### config.mk
export PLATFORM = sky130hd
export DESIGN_NAME = vde_bump_queue
export DESIGN_NICKNAME = d
export VERILOG_FILES = /design/src/rtl/vde_bump_queue.sv
export SDC_FILE = /design/constraint.sdc
export NUM_CORES = 1
export LEC_CHECK = 0
export ABC_AREA = 0
export CAP_MARGIN = 10
export CORE_ASPECT_RATIO = 0.5
export CORE_MARGIN = 2
export CORE_UTILIZATION = 35
export CTS_BUF_LIST = sky130_fd_sc_hd__clkbuf_8
export DETAILED_ROUTE_END_ITERATION = 6
export PLACE_DENSITY = 0.62
export RECOVER_POWER = 25
export SKIP_LAST_GASP = 1
export SLEW_MARGIN = 20
export SYNTH_ARGS = -nofsm -noshare
export SYNTH_HDL_FRONTEND = slang
export SYNTH_SLANG_ARGS = --single-unit
### constraint.sdc
create_clock -name clk -period 7.44 [get_ports clk]
set_clock_uncertainty 0.15 [all_clocks]
set_input_delay 1.116 -clock clk [delete_from_list [all_inputs] [get_ports clk]]
set_output_delay 1.116 -clock clk [all_outputs]
set_load 0.05 [all_outputs]
### src/rtl/vde_bump_queue.sv
// vde_bump_queue: buffers variable-activity bump requests, packs them into multi-bump
// heap commands and sequences periodic decay pulses. Optional macro DEDUP_EN drops queued duplicates.
module vde_bump_queue #(
  parameter int MAX_VARS     = 16,
  parameter int VAR_W        = 32,
  parameter int DEPTH        = 16,
  parameter int PACK         = 8,
  parameter int DECAY_PERIOD = 4
) (
  input  logic                       clk,
  input  logic                       reset,
  input  logic                       flush,
  input  logic                       in_valid,
  input  logic [VAR_W-1:0]           in_var,
  output logic                       in_ready,
  input  logic                       conflict_done,
  input  logic                       heap_busy,
  output logic [3:0]                 bump_count,
  output logic [PACK-1:0][VAR_W-1:0] bump_vars,
  output logic                       decay,
  output logic [$clog2(DEPTH):0]     pending,
  output logic                       bad_var,
  output logic                       idle
);
  localparam int PTR_W = $clog2(DEPTH);
  localparam int CNT_W = PTR_W + 1;
  localparam int IDX_W = $clog2(MAX_VARS + 1);
  localparam int DC_W  = (DECAY_PERIOD > 1) ? $clog2(DECAY_PERIOD) : 1;
  localparam logic [CNT_W-1:0] PACK_C  = CNT_W'(PACK);
  localparam logic [CNT_W-1:0] DEPTH_C = CNT_W'(DEPTH);
  localparam logic [DC_W-1:0]  DC_LAST = DC_W'(DECAY_PERIOD - 1);
  localparam logic [VAR_W-1:0] MAX_C   = VAR_W'(MAX_VARS);

  typedef enum logic [1:0] {
    ST_IDLE  = 2'd0,
    ST_ISSUE = 2'd1,
    ST_GUARD = 2'd2,
    ST_WAIT  = 2'd3
  } state_t;

  state_t                     state_r, state_nx_s;
  logic [IDX_W-1:0]           mem_r [DEPTH];
  logic [PTR_W-1:0]           wr_ptr_r, rd_ptr_r;
  logic [CNT_W-1:0]           count_r, count_nx_s, pop_n_s;
  logic [DC_W-1:0]            dcnt_r, dcnt_nx_s;
  logic                       decay_pend_r, decay_pend_nx_s;
  logic                       guard_r, guard_nx_s;
  logic                       in_ready_r, idle_r, decay_r, bad_var_r;
  logic [3:0]                 bump_count_r;
  logic [PACK-1:0][VAR_W-1:0] bump_vars_r, lanes_s;
  logic                       start_bump_s, start_decay_s;
  logic                       legal_s, accept_s, dup_s, enq_s;
  logic [IDX_W-1:0]           in_idx_s;

  assign in_idx_s = in_var[IDX_W-1:0];
  assign legal_s  = (in_var != '0) && (in_var <= MAX_C);
  assign accept_s = in_valid && in_ready_r && !flush;
  assign enq_s    = accept_s && legal_s && !dup_s;

  // Issue decision: bumps drain before any decay; lanes past pop_n read as zero
  always_comb begin
    start_bump_s  = 1'b0;
    start_decay_s = 1'b0;
    pop_n_s       = '0;
    if (!flush && (state_r == ST_IDLE) && !heap_busy) begin
      if (count_r != '0) begin
        start_bump_s = 1'b1;
        pop_n_s      = (count_r > PACK_C) ? PACK_C : count_r;
      end else begin
        start_decay_s = decay_pend_r;
      end
    end else begin
      start_bump_s = 1'b0;
    end
    for (int i = 0; i < PACK; i++) begin
      lanes_s[i] = (CNT_W'(i) < pop_n_s) ? VAR_W'(mem_r[rd_ptr_r + PTR_W'(i)]) : '0;
    end
  end

`ifdef DEDUP_EN
  localparam int BM_W = MAX_VARS + 1;
  logic [BM_W-1:0] bitmap_r, pop_mask_s;

  // A var leaving the queue this cycle may be enqueued again in the same cycle
  always_comb begin
    pop_mask_s = '0;
    for (int i = 0; i < PACK; i++) begin
      pop_mask_s[mem_r[rd_ptr_r + PTR_W'(i)]] = pop_mask_s[mem_r[rd_ptr_r + PTR_W'(i)]]
                                                | (CNT_W'(i) < pop_n_s);
    end
    dup_s = legal_s && bitmap_r[in_idx_s] && !pop_mask_s[in_idx_s];
  end

  // Queued-var bitmap
  always_ff @(posedge clk or negedge reset) begin
    if (!reset) begin
      bitmap_r <= '0;
    end else if (flush) begin
      bitmap_r <= '0;
    end else begin
      bitmap_r <= (bitmap_r & ~pop_mask_s) | (enq_s ? (BM_W'(1) << in_idx_s) : '0);
    end
  end
`else
  assign dup_s = 1'b0;
`endif

  // Next-state for occupancy, decay bookkeeping and the issue FSM
  always_comb begin
    count_nx_s      = count_r;
    dcnt_nx_s       = dcnt_r;
    decay_pend_nx_s = decay_pend_r;
    state_nx_s      = state_r;
    guard_nx_s      = guard_r;
    if (flush) begin
      count_nx_s      = '0;
      dcnt_nx_s       = '0;
      decay_pend_nx_s = 1'b0;
      state_nx_s      = (state_r == ST_IDLE) ? ST_IDLE : ST_GUARD;
      guard_nx_s      = 1'b0;
    end else begin
      count_nx_s      = count_r + CNT_W'(enq_s) - pop_n_s;
      decay_pend_nx_s = decay_pend_r && !start_decay_s;
      if (conflict_done) begin
        if (dcnt_r == DC_LAST) begin
          dcnt_nx_s       = '0;
          decay_pend_nx_s = 1'b1;
        end else begin
          dcnt_nx_s = dcnt_r + DC_W'(1);
        end
      end else begin
        dcnt_nx_s = dcnt_r;
      end
      case (state_r)
        ST_IDLE:  state_nx_s = (start_bump_s || start_decay_s) ? ST_ISSUE : ST_IDLE;
        ST_ISSUE: begin
          state_nx_s = ST_GUARD;
          guard_nx_s = 1'b0;
        end
        ST_GUARD: begin
          state_nx_s = guard_r ? ST_WAIT : ST_GUARD;
          guard_nx_s = !guard_r;
        end
        ST_WAIT:  state_nx_s = heap_busy ? ST_WAIT : ST_IDLE;
        default:  state_nx_s = ST_IDLE;
      endcase
    end
  end

  // FIFO storage needs no reset: only entries below the occupancy are ever read
  always_ff @(posedge clk) begin
    if (enq_s) begin
      mem_r[wr_ptr_r] <= in_idx_s;
    end
  end

  // State and registered outputs
  always_ff @(posedge clk or negedge reset) begin
    if (!reset) begin
      state_r      <= ST_IDLE;
      guard_r      <= 1'b0;
      wr_ptr_r     <= '0;
      rd_ptr_r     <= '0;
      count_r      <= '0;
      dcnt_r       <= '0;
      decay_pend_r <= 1'b0;
      in_ready_r   <= 1'b1;
      idle_r       <= 1'b1;
      decay_r      <= 1'b0;
      bad_var_r    <= 1'b0;
      bump_count_r <= 4'd0;
      bump_vars_r  <= '0;
    end else begin
      state_r      <= state_nx_s;
      guard_r      <= guard_nx_s;
      count_r      <= count_nx_s;
      dcnt_r       <= dcnt_nx_s;
      decay_pend_r <= decay_pend_nx_s;
      in_ready_r   <= (count_nx_s != DEPTH_C) && !decay_pend_nx_s;
      idle_r       <= (count_nx_s == '0) && !decay_pend_nx_s && (state_nx_s == ST_IDLE);
      decay_r      <= start_decay_s;
      bad_var_r    <= bad_var_r || (accept_s && !legal_s);
      bump_count_r <= 4'(pop_n_s);
      bump_vars_r  <= lanes_s;
      if (flush) begin
        wr_ptr_r <= '0;
        rd_ptr_r <= '0;
      end else begin
        wr_ptr_r <= wr_ptr_r + PTR_W'(enq_s);
        rd_ptr_r <= rd_ptr_r + PTR_W'(pop_n_s);
      end
    end
  end

  assign in_ready   = in_ready_r;
  assign idle       = idle_r;
  assign decay      = decay_r;
  assign bad_var    = bad_var_r;
  assign pending    = count_r;
  assign bump_count = bump_count_r;
  assign bump_vars  = bump_vars_r;
endmodule
==> impl_metrics.json <==
{
  "violations": "max-capacitance violations, max-slew violations",
  "clock-sinks": 147,
  "ys_ff_latch": 147,
  "clock.fmax_ghz": 0.185,
  "firstDrtPassIters": 7,
  "synth_cell_type_count": 52,
  "finalCritPeriodShare_pct": 72.5,
  "cts_made_buffers": 17,
  "antenna_found_initial": 0,
  "vias_per_cell": 4.93,
  "drt_iter0_markers": 484,
  "drv_cap": 1,
  "ant_nets": 0,
  "syn_inst": 774,
  "yosys_most_used_dff": "edfxtp_1",
  "grt_pass1_vias": 5716,
  "cts_resized": 0,
  "path_max_fanout": 19,
  "antenna_cells": 0,
  "power_density_nw_per_um2": 172,
  "whs_path_depth": 1,
  "cts_tree": "built",
  "drt-total-wl_mm": 24.5,
  "crit_type": "input port to register",
  "avgSynthCellArea_um2": 13.0,
  "start_util_pct": 35.9,
  "multi_input_area_um2": 5000,
  "p_int_mw": 1.26,
  "track_usage_pct": 16.0,
  "worstPathArrival_ns": 5.63,
  "synthToLayoutAreaGrowth_pct": 9.89,
  "synth_area_um2": 10000,
  "min-delay-path-class": "register to register",
  "ys_seq_area_share_pct": 40.7,
  "tightest_slew_ns": 3.75,
  "tns_ns": 0,
  "async_reset_ff_share_pct": 45.6,
  "io_pins": 307,
  "placedCellCount": 1222,
  "grt_pass1_wl_mm": 35.1,
  "ir_worst_vdd_mv": 0.107,
  "hold_violations": 0,
  "switching_power_uw": 637,
  "synth_edf_count": 80,
  "critPathLaunchType": "input port",
  "port_buffers": 90,
  "p_leak_nw": 4.37,
  "die_h_um": 124,
  "final_cell_mix": "conb_1 (216), clkdlybuf4s50_1 (87), mux4_2 (80), edfxtp_1 (80), mux2i_1 (77)",
  "layout_commonest_cell": "conb_1",
  "period_minus_slack_ns": 5.39,
  "layout.cells.non_filler": 1255,
  "end_kind": "register",
  "fp.dieArea_um2": 30100,
  "nNetsFinal": 921,
  "clkPwrFrac_pct": 36.2,
  "pwr-share-seq_pct": 46.3,
  "cp_data_required_time_ns": 7.68,
  "rr_worst_depth": 12,
  "fillers": 2602,
  "overflow": 0,
  "grt_setup_unrepaired": "no",
  "core_region_area_um2": 27900,
  "wire_per_inst_um": 19.5,
  "p_comb_share_pct": 17.5,
  "max_slew_margin_pct": -150,
  "gp_congestion": 0.841,
  "std_cell_rows": 43,
  "clk_pin_slew_ns": 0.09,
  "cts_root_buf": "clkbuf_8",
  "h-tree-depth": 4,
  "ys_warn_count": 0,
  "dp_hpwl_mm": 18.4,
  "grt_max_degree": 68,
  "insertion_delay_ns": 0.47,
  "setup_viol": 0,
  "die_x_um": 243,
  "seq_area_um2": 4090,
  "postCtsSetupRepairBufs": 0,
  "layout-drive-gt1-share_pct": 17.8,
  "drcViolationCount": 0,
  "p_sw_share_pct": 33.7,
  "status": "complete, but fails checks",
  "maxSlewViolCount": 68,
  "cts_max_path_buffers": 2,
  "vias": 6182,
  "postCtsHoldBufs": 0
}
path summary, 6_finish.rpt:
check                      startpoint           to  slack [ns]
setup / recovery            in_var[1]         idle        2.05
hold / removal                bad_var      bad_var        0.34
setup reg to reg             in_ready         idle        3.77
hold reg to reg               bad_var      bad_var        0.34
max in group asynchronous       reset  rd_ptr_r[0]        2.61
min in group asynchronous       reset  wr_ptr_r[1]        1.87
power groups by stage:
stage	clock network (mW)	logic (mW)	registers, mW
finish	0.686	0.332	0.877
global route	0.733	0.348	0.879
CTS	0.696	0.328	0.877
detailed placement	0	0.328	0.894
global placement	0	0.323	0.894
floorplan	0	0.359	0.902
metrics by stage:
step                      utilization (%)  area, µm²  hold slack, ns  power (mW)  worst slack, ns
after floorplan                         -      10800           0.333        1.26             3.06
after global placement               37.8      10600           0.316        1.22             1.76
after detailed placement             37.8      10600           0.312        1.22             1.61
after CTS                            39.4      11000           0.346        1.90             2.11
after global routing                 39.4      11000           0.364        1.96             1.79
final                                39.4      11000           0.340        1.89             2.05
synthesized netlist by cell type, types with 3 or more instances:
cell type	number	area share [%]
clkbuf_1	7	0.26
nor2_1	20	0.75
xnor2_2	3	0.49
nor4_1	20	1.2
inv_1	13	0.49
or2_2	4	0.25
nand2_1	15	0.56
nand3_1	7	0.35
mux2i_1	77	7.7
buf_2	16	0.80
a21oi_1	10	0.50
buf_1	5	0.19
xor2_1	7	0.61
ha_1	21	2.6
buf_4	218	16
nor2b_1	7	0.44
a21o_1	3	0.22
edfxtp_1	80	24
o22ai_1	40	2.5
and3_1	3	0.19
nand2b_1	9	0.56
or3_1	3	0.19
dfrtp_1	65	16
mux4_2	80	18
xnor2_1	4	0.35
nor4_2	4	0.50
area by class of cell:
class,count,share of cell area [%]
flip-flops and latches,147,37.1
inverters,13,0.443
clock inverters,14,1.69
well taps,382,4.34
multi-input cells,581,45.4
clock buffers,18,2.25
repair buffers,100,8.81
state kept, by name (all words and copies together), names as in the netlist:
name,flops
bad_var,1
bump_count,4
bump_vars,40
dcnt_r,2
decay,1
decay_pend_r,1
guard_r,1
idle,1
in_ready,1
mem_r,80
pending,5
rd_ptr_r,4
state_r,2
wr_ptr_r,4
worst max-delay path, cell delays in order:
cell	delay, ns
clkdlybuf4s50_1	0.71
nor4_1	0.44
xor2_1	0.11
or4_1	0.93
or2_2	0.49
ha_1	0.29
inv_1	0.04
ha_1	0.17
inv_1	0.07
fa_1	0.42
nor2b_1	0.16
nor2b_1	0.13
a311o_1	0.37
nor4b_2	0.17
routing by layer:
metal	global-route usage, %	vias up	routed length [µm]
met2	27.5	356	12400
met3	4.01	35	2050
li1	-	2652	-
met5	0	-	0
met1	19.8	3139	9470
met4	5.87	0	623
cell families after synthesis:
| group | Yosys count | share of synthesized area (%) |
|---|---|---|
| XOR/XNOR | 17 | 2.00 |
| multiplexers | 157 | 25.7 |
| AND/OR/NAND/NOR | 104 | 6.05 |
| other | 1 | 0.0374 |
| adder cells (fa/ha/maj) | 23 | 3.02 |
| buffers and inverters | 261 | 18.3 |
| AO/OA/AOI/OAI | 64 | 4.19 |
| flip-flops | 147 | 40.7 |
(Power assumes the default switching activity.)
